`src/rtl/game_sprite_pkg.sv`:
```
// Shared types and constants for the sprite display path.
package game_sprite_pkg;

  // Default colour depth of one sprite pixel.
  localparam int SPRITE_RGB_WIDTH = 3;

  // Bitmap value that marks a pixel as see-through.
  localparam int TRANSPARENT = 0;

  // The display path idles until the first frame start, then tracks frames.
  typedef enum logic {
    WAIT_FRAME = 1'b0,
    ACTIVE     = 1'b1
  } sprite_state_t;

endpackage

```
`src/rtl/game_sprite_rom.sv`:
```
// Sprite bitmap lookup: (col,row) -> pixel colour, purely combinational.
// Kept as its own block so a block-RAM version can drop in later.
module game_sprite_rom
  import game_sprite_pkg::*;
#(
  parameter int SPRITE_WIDTH  = 8,
  parameter int SPRITE_HEIGHT = 8,
  parameter int RGB_WIDTH     = SPRITE_RGB_WIDTH,
  parameter int COL_W         = 3,
  parameter int ROW_W         = 3,
  parameter logic [SPRITE_WIDTH*SPRITE_HEIGHT*RGB_WIDTH-1:0] BITMAP =
    {(SPRITE_WIDTH*SPRITE_HEIGHT*RGB_WIDTH){1'b1}}
) (
  input  logic [COL_W-1:0]     i_col,
  input  logic [ROW_W-1:0]     i_row,
  output logic [RGB_WIDTH-1:0] o_pix
);

  localparam int NPIX  = SPRITE_WIDTH * SPRITE_HEIGHT;
  localparam int IDX_W = (NPIX > 1) ? $clog2(NPIX) : 1;

  logic [RGB_WIDTH-1:0] w_rom [NPIX];
  logic [IDX_W-1:0]     w_idx;

  // Unpack the flat bitmap so each pixel is one table entry.
  for (genvar gi = 0; gi < NPIX; gi++) begin : g_unpack
    assign w_rom[gi] = BITMAP[gi*RGB_WIDTH +: RGB_WIDTH];
  end

  // Row-major pixel index.
  assign w_idx = IDX_W'(int'(i_row) * SPRITE_WIDTH + int'(i_col));
  assign o_pix = w_rom[w_idx];

endmodule

```
`src/rtl/game_sprite_display.sv`:
```
// Per-pixel sprite coverage and colour for the pixel mixer.
// Sprite position/enable are shadowed at frame start so the sprite never
// tears; a two-stage pipeline (range check, then bitmap lookup) gives a
// fixed two-cycle latency. frame_hit reports whether the previous frame
// drew any sprite pixel.
module game_sprite_display
  import game_sprite_pkg::*;
#(
  parameter int SPRITE_WIDTH  = 8,
  parameter int SPRITE_HEIGHT = 8,
  parameter int screen_width  = 640,
  parameter int screen_height = 480,
  parameter int w_x           = $clog2(screen_width),
  parameter int w_y           = $clog2(screen_height),
  parameter int RGB_WIDTH     = SPRITE_RGB_WIDTH,
  parameter logic [SPRITE_WIDTH*SPRITE_HEIGHT*RGB_WIDTH-1:0] SPRITE_BITMAP =
    {(SPRITE_WIDTH*SPRITE_HEIGHT*RGB_WIDTH){1'b1}}
) (
  input  logic                 clk,
  input  logic                 rst,
  input  logic                 display_on,
  input  logic [w_x-1:0]       pixel_x,
  input  logic [w_y-1:0]       pixel_y,
  input  logic [w_x-1:0]       sprite_x,
  input  logic [w_y-1:0]       sprite_y,
  input  logic                 sprite_enable,
  output logic                 sprite_within,
  output logic [RGB_WIDTH-1:0] sprite_rgb,
  output logic                 frame_hit
);

  localparam int COL_W = (SPRITE_WIDTH  > 1) ? $clog2(SPRITE_WIDTH)  : 1;
  localparam int ROW_W = (SPRITE_HEIGHT > 1) ? $clog2(SPRITE_HEIGHT) : 1;
  localparam logic signed [w_x:0] LIM_X = SPRITE_WIDTH[w_x:0];
  localparam logic signed [w_y:0] LIM_Y = SPRITE_HEIGHT[w_y:0];

  sprite_state_t r_state;
  sprite_state_t w_state_nxt;
  logic          w_track;

  logic           r_prev00;
  logic [w_x-1:0] r_shadow_x;
  logic [w_y-1:0] r_shadow_y;
  logic           r_shadow_en;
  logic           r_hit_accum;
  logic           r_frame_hit;

  logic             r_vld_p1;
  logic [COL_W-1:0] r_col_p1;
  logic [ROW_W-1:0] r_row_p1;

  logic                 r_within_p2;
  logic [RGB_WIDTH-1:0] r_rgb_p2;

  logic                 w_at00;
  logic                 w_fs;
  logic [w_x-1:0]       w_sx;
  logic [w_y-1:0]       w_sy;
  logic                 w_sen;
  logic signed [w_x:0]  w_dx;
  logic signed [w_y:0]  w_dy;
  logic                 w_in_x;
  logic                 w_in_y;
  logic                 w_hit_p0;
  logic [RGB_WIDTH-1:0] w_pix;
  logic                 w_within_nxt;

  // Frame start is the first cycle the raster sits at (0,0).
  assign w_at00 = (pixel_x == '0) && (pixel_y == '0);
  assign w_fs   = w_at00 && !r_prev00;

  // Remember whether the raster was at (0,0) last cycle.
  always_ff @(posedge clk or posedge rst) begin
    if (rst) r_prev00 <= 1'b0;
    else     r_prev00 <= w_at00;
  end

  // FSM state register.
  always_ff @(posedge clk or posedge rst) begin
    if (rst) r_state <= WAIT_FRAME;
    else     r_state <= w_state_nxt;
  end

  // FSM next state: leave WAIT_FRAME on the first frame start, then stay.
  always_comb begin
    w_state_nxt = r_state;
    case (r_state)
      WAIT_FRAME: if (w_fs) w_state_nxt = ACTIVE;
      ACTIVE:     w_state_nxt = ACTIVE;
      default:    w_state_nxt = WAIT_FRAME;
    endcase
  end

  // FSM output: pixels are only evaluated while tracking frames.
  always_comb begin
    w_track = (r_state == ACTIVE);
  end

  // Shadow sprite position/enable once per frame.
  always_ff @(posedge clk or posedge rst) begin
    if (rst) begin
      r_shadow_x  <= '0;
      r_shadow_y  <= '0;
      r_shadow_en <= 1'b0;
    end else if (w_fs) begin
      r_shadow_x  <= sprite_x;
      r_shadow_y  <= sprite_y;
      r_shadow_en <= sprite_enable;
    end
  end

  // The frame-start pixel already sees the values being sampled.
  assign w_sx  = w_fs ? sprite_x      : r_shadow_x;
  assign w_sy  = w_fs ? sprite_y      : r_shadow_y;
  assign w_sen = w_fs ? sprite_enable : r_shadow_en;

  // Signed offsets: a pixel left of/above the sprite goes negative
  // instead of wrapping into range.
  assign w_dx = $signed({1'b0, pixel_x}) - $signed({1'b0, w_sx});
  assign w_dy = $signed({1'b0, pixel_y}) - $signed({1'b0, w_sy});

  assign w_in_x   = !w_dx[w_x] && (w_dx < LIM_X);
  assign w_in_y   = !w_dy[w_y] && (w_dy < LIM_Y);
  assign w_hit_p0 = w_track && display_on && w_sen && w_in_x && w_in_y;

  // ---- stage 1: range check registered, sprite-local col/row ----
  // Valid bit of stage 1 is the in-rectangle flag.
  always_ff @(posedge clk or posedge rst) begin
    if (rst) r_vld_p1 <= 1'b0;
    else     r_vld_p1 <= w_hit_p0;
  end

  // Sprite-local coordinates travel alongside the valid bit.
  always_ff @(posedge clk) begin
    r_col_p1 <= w_dx[COL_W-1:0];
    r_row_p1 <= w_dy[ROW_W-1:0];
  end

  game_sprite_rom #(
    .SPRITE_WIDTH (SPRITE_WIDTH),
    .SPRITE_HEIGHT(SPRITE_HEIGHT),
    .RGB_WIDTH    (RGB_WIDTH),
    .COL_W        (COL_W),
    .ROW_W        (ROW_W),
    .BITMAP       (SPRITE_BITMAP)
  ) u_rom (
    .i_col(r_col_p1),
    .i_row(r_row_p1),
    .o_pix(w_pix)
  );

  assign w_within_nxt = r_vld_p1 && (w_pix != RGB_WIDTH'(TRANSPARENT));

  // ---- stage 2: bitmap colour registered, transparent pixels dropped ----
  // Output registers; colour is forced to zero outside the sprite.
  always_ff @(posedge clk or posedge rst) begin
    if (rst) begin
      r_within_p2 <= 1'b0;
      r_rgb_p2    <= '0;
    end else begin
      r_within_p2 <= w_within_nxt;
      r_rgb_p2    <= w_within_nxt ? w_pix : '0;
    end
  end

  // Sticky per-frame hit flag, published and cleared at each frame start.
  always_ff @(posedge clk or posedge rst) begin
    if (rst) begin
      r_hit_accum <= 1'b0;
      r_frame_hit <= 1'b0;
    end else if (w_fs) begin
      r_frame_hit <= r_hit_accum;
      r_hit_accum <= 1'b0;
    end else begin
      r_hit_accum <= r_hit_accum | r_within_p2;
    end
  end

  assign sprite_within = r_within_p2;
  assign sprite_rgb    = r_rgb_p2;
  assign frame_hit     = r_frame_hit;

endmodule

```
`config.mk`:
```
export PLATFORM = sky130hd
export DESIGN_NAME = game_sprite_display
export DESIGN_NICKNAME = d
export VERILOG_FILES = /design/src/rtl/game_sprite_pkg.sv /design/src/rtl/game_sprite_rom.sv /design/src/rtl/game_sprite_display.sv
export SDC_FILE = /design/constraint.sdc
export NUM_CORES = 1
export LEC_CHECK = 0
export BUFFER_PORTS_ARGS = -buffer_cell sky130_fd_sc_hd__buf_2
export CORE_MARGIN = 5
export CORE_UTILIZATION = 30
export DETAILED_ROUTE_END_ITERATION = 8
export GPL_TIMING_DRIVEN = 1
export PLACE_DENSITY = 0.59
export SKIP_CTS_REPAIR_TIMING = 1
export SLEW_MARGIN = 0
export SYNTH_ARGS = -nofsm -noshare
export SYNTH_HDL_FRONTEND = slang
export SYNTH_SLANG_ARGS = --single-unit
export TNS_END_PERCENT = 100
```
`constraint.sdc`:
```
create_clock -name clk -period 3.43 [get_ports clk]
set_clock_uncertainty 0.15 [all_clocks]
set_input_delay 0.5145 -clock clk [delete_from_list [all_inputs] [get_ports clk]]
set_output_delay 0.5145 -clock clk [all_outputs]
set_load 0.01 [all_outputs]
```
# After elaboration in Yosys (flattened, before gate mapping)
# Memory sizes are Yosys's and may differ from the RTL's.
# Cells that the tools add are included.
# totals
latch_bits	0
ramBits	0
word_cells	46
romBits	192
memories	1
regBits	35
# classes
reduce_logical	15
n_eq_ne	0
n_mul	0
div_mod_pow	0
magnitude_cmp	3
shifts	0
n_addsub	3
bitwise	3
muxes	9
# memory_table
memory	words	width	read_ports	rd_clocked_by_memory_dff	wr	line	text
(no name shown)	64	3	1	0	0	game_sprite_rom.sv:32	assign o_pix = w_rom[w_idx];
# op_table
operator	count
$lt 11x5->1 const B	1
$sub 10x10->11	1
$logic_not 10->1	1
$lt 10x5->1 const B	1
$mux 10	1
$sub 9x9->10	1
$logic_and 1x1->1	9
$logic_not 9->1	1
$mux 3	3
$mux 9	1
$ge 7x7->1 const B	1
$not 6->7	1
$add 6x3->6	1
$logic_not 1->1	3
$mux 1	3
$reduce_bool 3->1	1
$pmux 1 s2	1
$not 1->1	1
$or 1x1->1	1

# Logic depth before layout (Yosys ltp)
# Gate-level depths: netlist of run 1.
# logic_depth
depth_word	9
ltp_mapped	15
mapped_depth_nobuf	13

# Hierarchy
# Synthesis of run 1 repeated with hierarchy kept, for this count alone.
# hier_totals
cells_unflattened	215
hier_area_um2	2203.4
# modules_own_cells
module	instances	seq_area_each_um2	area_each_um2	cells_per_inst
game_sprite_display	1	845.8	2177.1	211
game_sprite_rom	1	0.0	26.3	4

# Worst setup path before layout of run 1
# OpenSTA, ideal clock, no wires.
# synth_path
path_kind	input port to flip-flop
from	in pixel_y[3]
to	reg r_vld_p1
setup_slack_ps	-451
stages	14
setup_time_ps	95
t_arrival_ps	3636
required_ps	3185
path_cell_list	nor4_2 -> nand3_2 -> or3_1 -> buf_2 -> buf_1 -> mux2i_1 -> ha_1 -> clkbuf_1 -> and3b_1 -> a2111oi_0 -> nand3_1 -> nor3b_1 -> o2111ai_1 -> nor4b_2
# synth_via
elab_chain_len	9
word_cells_on_any_way	17
# synth_rtl
item	line	text
start, declared	game_sprite_display.sv:23	input logic [w_y-1:0] pixel_y,
$logic_not 9->1	game_sprite_display.sv:69	assign w_at00 = (pixel_x == '0) && (pixel_y == '0);
$logic_and 1x1->1	game_sprite_display.sv:69	
$logic_and 1x1->1	game_sprite_display.sv:70	assign w_fs = w_at00 && !r_prev00;
$mux 10	n/a	
$sub 10x10->11	game_sprite_display.sv:119	assign w_dx = $signed({1'b0, pixel_x}) - $signed({1'b0, w_sx});
$lt 11x5->1 or $logic_not 1->1 (tied branches)	game_sprite_display.sv:122	assign w_in_x = !w_dx[w_x] && (w_dx < LIM_X);
$logic_and 1x1->1	game_sprite_display.sv:122	
$logic_and 1x1->1	game_sprite_display.sv:124	assign w_hit_p0 = w_track && display_on && w_sen && w_in_x && w_in_y;
$logic_and 1x1->1 (*)	game_sprite_display.sv:124	
net w_hit_p0	game_sprite_display.sv:64	logic w_hit_p0;
end signal, assigned	game_sprite_display.sv:130	else r_vld_p1 <= w_hit_p0;
end, declared	game_sprite_display.sv:48	logic r_vld_p1;
# Mark *: on every way through the listed nets, which the timed path passes. The rest lies on a longest branch.
# A chain may end at the register's enable or synchronous reset.

# Final worst setup path of run 1
# layout_path
from	in pixel_x[9]
to	reg r_vld_p1
# layout_via
elab_chain_len	9
word_cells_on_any_way	17
# layout_rtl
item	line	text
start, declared	game_sprite_display.sv:22	input logic [w_x-1:0] pixel_x,
$logic_not 10->1	game_sprite_display.sv:69	
$logic_and 1x1->1	game_sprite_display.sv:69	
$logic_and 1x1->1	game_sprite_display.sv:70	
$mux 10	n/a	
$sub 10x10->11	game_sprite_display.sv:119	
$lt 11x5->1 or $logic_not 1->1 (tied branches)	game_sprite_display.sv:122	
$logic_and 1x1->1	game_sprite_display.sv:122	
$logic_and 1x1->1	game_sprite_display.sv:124	
$logic_and 1x1->1 (*)	game_sprite_display.sv:124	
net w_hit_p0	game_sprite_display.sv:64	
# Marked as above.

==> impl_metrics.json, run 1 <==
{
  "status": "complete, but fails checks",
  "period_needed_ps": 3550,
  "final.setup.worst_slack_ps": -116,
  "synth_top_family_by_area": "simple AND/OR/NAND/NOR gates",
  "drive_gt1_frac": 0.485,
  "syn-instance-count": 200,
  "synthTopCellsByCount": "28 x inv_1, 26 x dfrtp_1, 20 x mux2i_1, 17 x ha_1, 16 x nor2_1",
  "power.leakage_nw": 1.54,
  "crit_slowest_cell": "or3_4",
  "ys_dominant_reg_cell": "dfrtp_1",
  "cts_tree": "done",
  "wire_per_inst_um": 14.4,
  "pre_cts_ws_ps": -355,
  "rrSetupSlack_ps": 220,
  "period_share": 1.03,
  "synth_area_leaders": "dfrtp_1 34%, ha_1 11%, mux2i_1 11%, inv_1 5.6%, nor2_1 3.2%",
  "worstSetupPathDepth": 14,
  "cts_inserted_buffers": 3,
  "critical_path_buf_inv_count": 2,
  "netlist_area_um2": 1890,
  "num-nets-final": 362,
  "fmax_mhz": 282,
  "ys_types": 49,
  "synthXorXnorAreaFrac": 0,
  "grt_max_degree": 27,
  "antenna_found_initial": 0,
  "cp_cell_sequence": "buf_2, nor4_2, nand2_1, or3_4, buf_6, mux2i_4, ha_4, a21o_1, nor2b_1, a2111oi_2, nand3_1, nor3b_2, o2111ai_2, nor4b_2",
  "dp_hpwl_mm": 4.16,
  "reg2reg_depth": 11,
  "ys_seq_elements": 26,
  "synth_top_area_cell": "dfrtp_1",
  "tightestPinTransition_ps": 1020,
  "ios": 47,
  "critPathLaunchType": "primary input",
  "nFillCells": 622,
  "maxCapViolCount": 0,
  "powerDensity_nw_per_um2": 228,
  "clock_latency_ps": 270,
  "ys_warn_count": 0,
  "slew_viol_final": 0,
  "cp_data_required_time_ps": 3460,
  "core.rowCount": 29,
  "synthMuxAreaShare": 0.136,
  "io_buffers": 46,
  "htree_levels": 1,
  "yosys.area_share.simple": 0.168,
  "drt_iter0_drc": 55,
  "first_pass_iters": 4,
  "die_w_um": 89.3,
  "setup_viol": 1,
  "startpoint": "pixel_x[9]",
  "diodes": 0,
  "die_area_um2": 7980,
  "finalHoldViolations": 0,
  "crit_path_end_kind": "register",
  "holdPathStages": 0,
  "relSlewSlack": 0.317,
  "syn_nets": 259,
  "clk_pin_slew_ps": 100,
  "synth_fa_ha_area_frac": 0.113,
  "synth.top_cell.area_share": 0.345,
  "synth_most_common_cell": "inv_1",
  "regArea_um2": 651,
  "rsz0062_at_grt": "yes",
  "coreArea_um2": 6240,
  "min_path_type": "reg -> reg",
  "multi_input_comb_area_um2": 1310,
  "via_count": 1801,
  "vias_per_cell": 4.76,
  "gr-usage-all-layers": 0.132,
  "critPathKind": "in -> reg",
  "violations": "setup timing",
  "r2r-end": "r_vld_p1",
  "critPathMaxFanout": 4,
  "synth_edf_count": 0,
  "crit_end": "r_vld_p1",
  "min_from": "r_vld_p1",
  "overflow": 0,
  "yosysSeqAreaShare": 0.345,
  "grt_pass1_wl_mm": 8.24,
  "worstPathArrival_ps": 3580,
  "initial_utilization": 0.303,
  "antenna_left": 0,
  "rr_startpoint": "r_prev00",
  "wirelength_mm": 5.44,
  "irDropWorstVdd_mv": 0.141,
  "grt_pass1_vias": 1823,
  "clock_sinks": 26,
  "ctsLongestPathBuffers": 2,
  "ys_async_sr_fraction": 1.00,
  "whs_ps": 241,
  "die-height_um": 89.3,
  "path_delay_family": "simple AND/OR/NAND/NOR gates",
  "route.detailed.drc": 0,
  "clockRootBuffer": "clkbuf_8",
  "place_congestion": 0.853,
  "area_delta_synth_final_pct": 55.0,
  "synth-compound-area-share": 0.164,
  "slowest_delay_ps": 470,
  "avgSynthCellArea_um2": 9.44
}
-- state kept, by name (all words and copies together) (netlist names) --
| signal | flops |
|---|---|
| r_state | 1 |
| r_vld_p1 | 1 |
| r_prev00 | 1 |
| sprite_rgb | 1 |
| r_shadow_x | 10 |
| r_shadow_en | 1 |
| r_hit_accum | 1 |
| frame_hit | 1 |
| r_shadow_y | 9 |
-- cell type report --
| cell class | instances | area share |
|---|---|---|
| multi-input cells | 140 | 0.448 |
| repair buffers | 104 | 0.247 |
| flip-flops and latches | 26 | 0.222 |
| inverters | 28 | 0.0359 |
| well taps | 77 | 0.0329 |
| clock buffers | 3 | 0.0141 |
-- worst reg2reg max path, delay by kind of cell, from the launching register on --
family	cells	cell delay (ps)
AND/OR/NAND/NOR	5	1290
multiplexers	1	200
buffers and inverters	1	170
adder cells (fa/ha/maj)	1	170
flip-flops	1	450
AO/OA/AOI/OAI	3	710
-- placed cells by master (no fill, tap or decap), types with 4 or more instances in the layout --
master,count
inv_1,28
a21oi_1,8
buf_2,44
dfrtp_1,26
o21ai_1,4
mux2i_2,5
nand2_1,7
o21ai_0,4
buf_4,53
nor3_1,4
ha_1,11
nor2_1,16
mux2i_1,12
buf_6,4
-- metal layers --
metal  global-route usage  vias up  share of wire
li1                     -      922              -
met1                0.177      841           0.46
met2                0.225       34           0.50
met3               0.0184        4          0.040
met4               0.0284        0         0.0074
met5                    0        -              0
-- kinds of logic (layout without fill, tap and decap cells) --
kind of cell               after synthesis  count (layout)
and+or+nand+nor                         54              54
AOI/OAI and AO/OA                       44              44
buffers and inverters                   34             135
DFF                                     26              26
muxes                                   25              25
adders and majority gates               17              17
-- power breakdown --
group	switching, W	leakage [nW]	internal [W]
Clock	0.0000983	0.0216	0.0000787
Combinational	0.0000874	1.16	0.0000979
Sequential	0.0000000128	0.358	0.000306
-- worst min path at each step --
stage	end	slack, ps
3_3_place_gp	sprite_rgb[1]	220
6_report	sprite_rgb[1]	240
5_1_grt	sprite_rgb[1]	260
2_1_floorplan	sprite_rgb[1]	180
3_5_place_dp	sprite_rgb[1]	220
4_1_cts	sprite_rgb[1]	260
-- through the flow --
stage | setup TNS [ps] | util | cell area, um2 | instances | total power, W
after floorplan | -89.5 | - | 1950 | 200 | 0.000390
after global placement | -280 | 0.414 | 2590 | 367 | 0.000474
after detailed placement | -355 | 0.414 | 2590 | 367 | 0.000475
after CTS | -97.8 | 0.421 | 2630 | 370 | 0.000655
after global routing | -245 | 0.469 | 2930 | 378 | 0.000709
final | -116 | 0.469 | 2930 | 378 | 0.000669
Power figures use the tool's default switching activity.
==> inputs of run 2 (changes only) <==
- CORE_UTILIZATION: 30 -> 25
- PLACE_DENSITY: 0.59 -> 0.51
- clock period: 3.43 -> 4.55 ns (I/O delays scaled with it)
==> run 2 against run 1 <==
The run now ends clean. Die area increased by 18%. Critical path depth unchanged. Largest cell class unchanged. Clock-buffer cell count unchanged. Final area decreased by 21%. Cell count decreased by 8.5%. Critical endpoint unchanged. First-iteration DRC count increased by 22%. Clock power increased by 10%.
==> impl_metrics.json, run 2 (same netlist as run 1, synthesis figures left out) <==
{
  "gr-usage-all-layers": 0.103,
  "dp_hpwl_mm": 4.07,
  "die_w_um": 96.9,
  "reg_top3": "r_shadow_x (10), r_shadow_y (9)",
  "clock_sinks": 26,
  "relSlewSlack": 0.293,
  "core.rowCount": 31,
  "clock_latency_ps": 270,
  "cp_cell_sequence": "buf_2, nor4_2, nand3_2, or3_1, buf_4, mux2i_1, ha_1, o21ai_0, and3_1, a2111oi_0, nand3_1, nor3b_1, o2111ai_1, nor4b_2",
  "setup_viol": 0,
  "multi_input_comb_area_um2": 1100,
  "critPathKind": "in -> reg",
  "drt_iter0_drc": 67,
  "top_usage_layer": "met2",
  "nFillCells": 813,
  "period_share": 0.882,
  "wirelength_mm": 4.84,
  "drive_gt1_frac": 0.263,
  "antenna_left": 0,
  "critPathMaxFanout": 12,
  "grt_pass1_wl_mm": 8.00,
  "htree_levels": 1,
  "die-height_um": 96.9,
  "use_met2": 0.166,
  "ctsLongestPathBuffers": 2,
  "antenna_found_initial": 0,
  "final_common_cell": "buf_2",
  "initial_utilization": 0.259,
  "clockRootBuffer": "clkbuf_8",
  "cts_tree": "done",
  "crit_path_end_kind": "register",
  "grt_max_degree": 27,
  "status": "finished clean",
  "cts_inserted_buffers": 3,
  "setup_tns_ps": 0,
  "tightestPinTransition_ps": 1060,
  "power.total_w": 0.000517,
  "vias_per_cell": 4.64,
  "grt_util_met1": 0.137,
  "rrSetupSlack_ps": 1210,
  "wire_per_inst_um": 14.0,
  "largest_reg_flops": 10,
  "crit_slowest_cell": "or3_1",
  "num-nets-final": 307,
  "slowest_delay_ps": 480,
  "worstPathArrival_ps": 4050,
  "maxCapViolCount": 0,
  "first_pass_iters": 4,
  "diodes": 0,
  "io_buffers": 46,
  "power.leakage_nw": 1.30,
  "ios": 47,
  "fin_util": 0.316,
  "dpl_cell_area_um2": 2230,
  "irDropWorstVdd_mv": 0.0916,
  "rsz0062_at_grt": "no",
  "die_area_um2": 9390,
  "regMostFlops": "r_shadow_x",
  "most-common-layout-cells": "46 x buf_2, 28 x inv_1, 26 x dfrtp_1, 20 x mux2i_1, 17 x ha_1",
  "place_congestion": 0.807,
  "grt_pass1_vias": 1665,
  "regArea_um2": 651,
  "finalHoldViolations": 0,
  "grt_use_met3": 0.0288,
  "powerDensity_nw_per_um2": 225,
  "via_count": 1606,
  "fmax_mhz": 249,
  "coreArea_um2": 7290,
  "clk_pin_slew_ps": 100,
  "dp_cells": 342,
  "period_needed_ps": 4010,
  "slew_viol_final": 0,
  "area_delta_synth_final_pct": 21.9,
  "critPathLaunchType": "primary input",
  "cp_data_required_time_ps": 4580,
  "overflow": 0,
  "min_path_type": "reg -> reg",
  "finalInstanceArea_um2": 2300,
  "route.detailed.drc": 0,
  "instances_no_fill": 346
}
run 2: critical path: cells and delay by family:
kind / cells / cell delay (ps)
AO/OA/AOI/OAI: 3 / 620
multiplexers: 1 / 160
adder cells (fa/ha/maj): 1 / 360
buffers and inverters: 2 / 370
AND/OR/NAND/NOR: 7 / 1860
run 2: cell type report:
cell class,count,area share
clock inverters,1,0.0131
multi-input cells,140,0.477
repair buffers,49,0.110
inverters,28,0.0457
well taps,99,0.0538
flip-flops and latches,26,0.283
clock buffers,3,0.0179
run 2: worst paths after layout:
path	from	cells after the start	end
min	r_vld_p1	0	sprite_rgb[1]
max in group asynchronous	rst	2	r_shadow_x[2]
min reg2reg	r_vld_p1	0	sprite_rgb[1]
min in group asynchronous	rst	2	r_shadow_y[7]
max reg2reg	r_prev00	11	r_vld_p1
max	pixel_y[3]	14	r_vld_p1
run 2: routing by layer:
metal / vias to the layer above / share of wire / wire [um]
met5: - / 0 / 0
met4: 0 / 0.0039 / 19
met3: 2 / 0.049 / 237
met2: 38 / 0.47 / 2280
met1: 749 / 0.47 / 2300
li1: 817 / - / -
run 2: metrics by stage:
stage,setup slack (ps),hold WS [ps]
global route,252,225
CTS,496,234
finish,537,228
global placement,351,224
floorplan,501,181
detailed placement,223,219
run 2: where the power goes:
| part | leakage (nW) | switching (W) | internal, W |
|---|---|---|---|
| Combinational | 0.904 | 0.0000510 | 0.0000401 |
| Clock | 0.0357 | 0.0000773 | 0.000118 |
| Sequential | 0.358 | 0.00000000649 | 0.000231 |
==> inputs of run 3 (changes only) <==
- PLACE_DENSITY: 0.51 -> 0.55
- SKIP_LAST_GASP: not set -> 1
==> run 3 against run 2 <==
Non-clock buffer count did not move. Sequential share of layout area unchanged. Utilization stayed put. Sequential power is essentially flat. Combinational power about the same. Via count down 1.7%. Total power increased by 0.60%. Wire length fell by 1.1%. Global-route usage down 0.065 points. Register-to-register slack got worse by 100 ps. Setup slack worse by 120 ps. Largest cell class unchanged. Largest power group unchanged.
==> impl_metrics.json, run 3 (same netlist as run 1, synthesis figures left out) <==
{
  "status": "finished clean",
  "setup_tns_ps": 0,
  "drive_gt1_frac": 0.263,
  "most-common-layout-cells": "46 x buf_2, 28 x inv_1, 26 x dfrtp_1, 20 x mux2i_1, 17 x ha_1",
  "grt_pass1_vias": 1629,
  "overflow": 0,
  "p_clk_frac": 0.381,
  "wirelength_mm": 4.78,
  "maxCapViolCount": 0,
  "worstPathArrival_ps": 4180,
  "min_path_type": "reg -> reg",
  "antenna_found_initial": 0,
  "num-nets-final": 307,
  "clk_pin_slew_ps": 100,
  "cts_tree": "done",
  "ctsLongestPathBuffers": 2,
  "clock_sinks": 26,
  "via_count": 1578,
  "die-height_um": 96.9,
  "finalHoldViolations": 0,
  "pre_cts_ws_ps": 142,
  "grt_max_degree": 27,
  "regMostFlops": "r_shadow_x",
  "cts_inserted_buffers": 3,
  "ios": 47,
  "relSlewSlack": 0.314,
  "core.rowCount": 31,
  "final.setup.worst_slack_ps": 413,
  "htree_levels": 1,
  "rsz0062_at_grt": "no",
  "place_congestion": 0.822,
  "critPathKind": "in -> reg",
  "setup_viol": 0,
  "critPathMaxFanout": 11,
  "wire_per_inst_um": 13.8,
  "gr-usage-all-layers": 0.103,
  "clockRootBuffer": "clkbuf_8",
  "initial_utilization": 0.259,
  "dp_hpwl_mm": 4.03,
  "slew_viol_final": 0,
  "period_needed_ps": 4140,
  "fmax_mhz": 242,
  "period_share": 0.909,
  "route.detailed.drc": 0,
  "tightestPinTransition_ps": 1030,
  "sw_frac_of_total": 0.252,
  "reg_top3": "r_shadow_x (10), r_shadow_y (9)",
  "clock_latency_ps": 280,
  "cp_data_required_time_ps": 4590,
  "grt_pass1_wl_mm": 7.89,
  "irDropWorstVdd_mv": 0.0992,
  "coreArea_um2": 7290,
  "combPwrFrac": 0.175,
  "critPathLaunchType": "primary input",
  "crit_path_end_kind": "register",
  "diodes": 0,
  "switchingPower_w": 0.000131,
  "antenna_left": 0,
  "die_area_um2": 9390,
  "vias_per_cell": 4.56,
  "first_pass_iters": 4,
  "p_int_w": 0.000389,
  "area_delta_synth_final_pct": 21.9,
  "whs_ps": 234,
  "power.leakage_nw": 1.30,
  "die_w_um": 96.9,
  "io_buffers": 46,
  "sequentialPowerShare": 0.444,
  "drt_iter0_drc": 57,
  "largest_reg_flops": 10,
  "final_common_cell": "buf_2",
  "powerDensity_nw_per_um2": 226
}
-- run 3: critical path: stages --
cell and delay (ps):
buf_2 120, nor4_2 410, nand3_2 210, or3_1 520, buf_4 240, mux2i_1 150, ha_1 460, nand2_1 90
a21oi_1 150, nor2_1 60, o32ai_1 330, o311ai_0 180, mux2_2 310, nor4b_2 270
-- run 3: cell type report --
cell class	instances	area (um2)
multi-input combinational	140	1100
tap	99	124
clock buffer	3	41.3
clock inverter	1	30.0
sequential	26	651
inverter	28	105
timing repair buffer	49	253
fill	823	4990
-- run 3: path summary, 6_finish.rpt --
kind	startpoint	slack, ps	cells past startpoint	to
worst max-delay path	pixel_y[3]	410	14	r_vld_p1
worst min-delay path	r_vld_p1	230	0	sprite_rgb[1]
worst max register to register	r_prev00	1110	11	r_vld_p1
worst min register to register	r_vld_p1	230	0	sprite_rgb[1]
max in group asynchronous	rst	3140	2	r_shadow_x[1]
min in group asynchronous	rst	480	2	r_shadow_y[8]
-- run 3: power groups by stage --
| stage | Combinational (W) | Sequential, W | Clock (W) |
|---|---|---|---|
| 2_1_floorplan | 0.0000544 | 0.000235 | 0 |
| 3_3_place_gp | 0.0000910 | 0.000235 | 0 |
| 3_5_place_dp | 0.0000911 | 0.000235 | 0 |
| 4_1_cts | 0.0000918 | 0.000231 | 0.000208 |
| 5_1_grt | 0.000103 | 0.000231 | 0.000217 |
| 6_report | 0.0000910 | 0.000231 | 0.000198 |
-- run 3: layer usage --
layer,wire length [um],GRT usage,vias to the layer above
met5,0,0,-
met4,19,0.0130,0
met3,230,0.0331,2
met2,2250,0.170,32
met1,2280,0.134,733
li1,-,-,811
-- run 3: metrics by stage --
stage | instance area, um2 | total power, W | instances | utilization
4_1_cts | 2300 | 0.000531 | 346 | 0.316
5_1_grt | 2300 | 0.000551 | 346 | 0.316
3_3_place_gp | 2230 | 0.000326 | 342 | 0.306
6_report | 2300 | 0.000520 | 346 | 0.316
2_1_floorplan | 1890 | 0.000290 | 200 | -
3_5_place_dp | 2230 | 0.000327 | 342 | 0.306
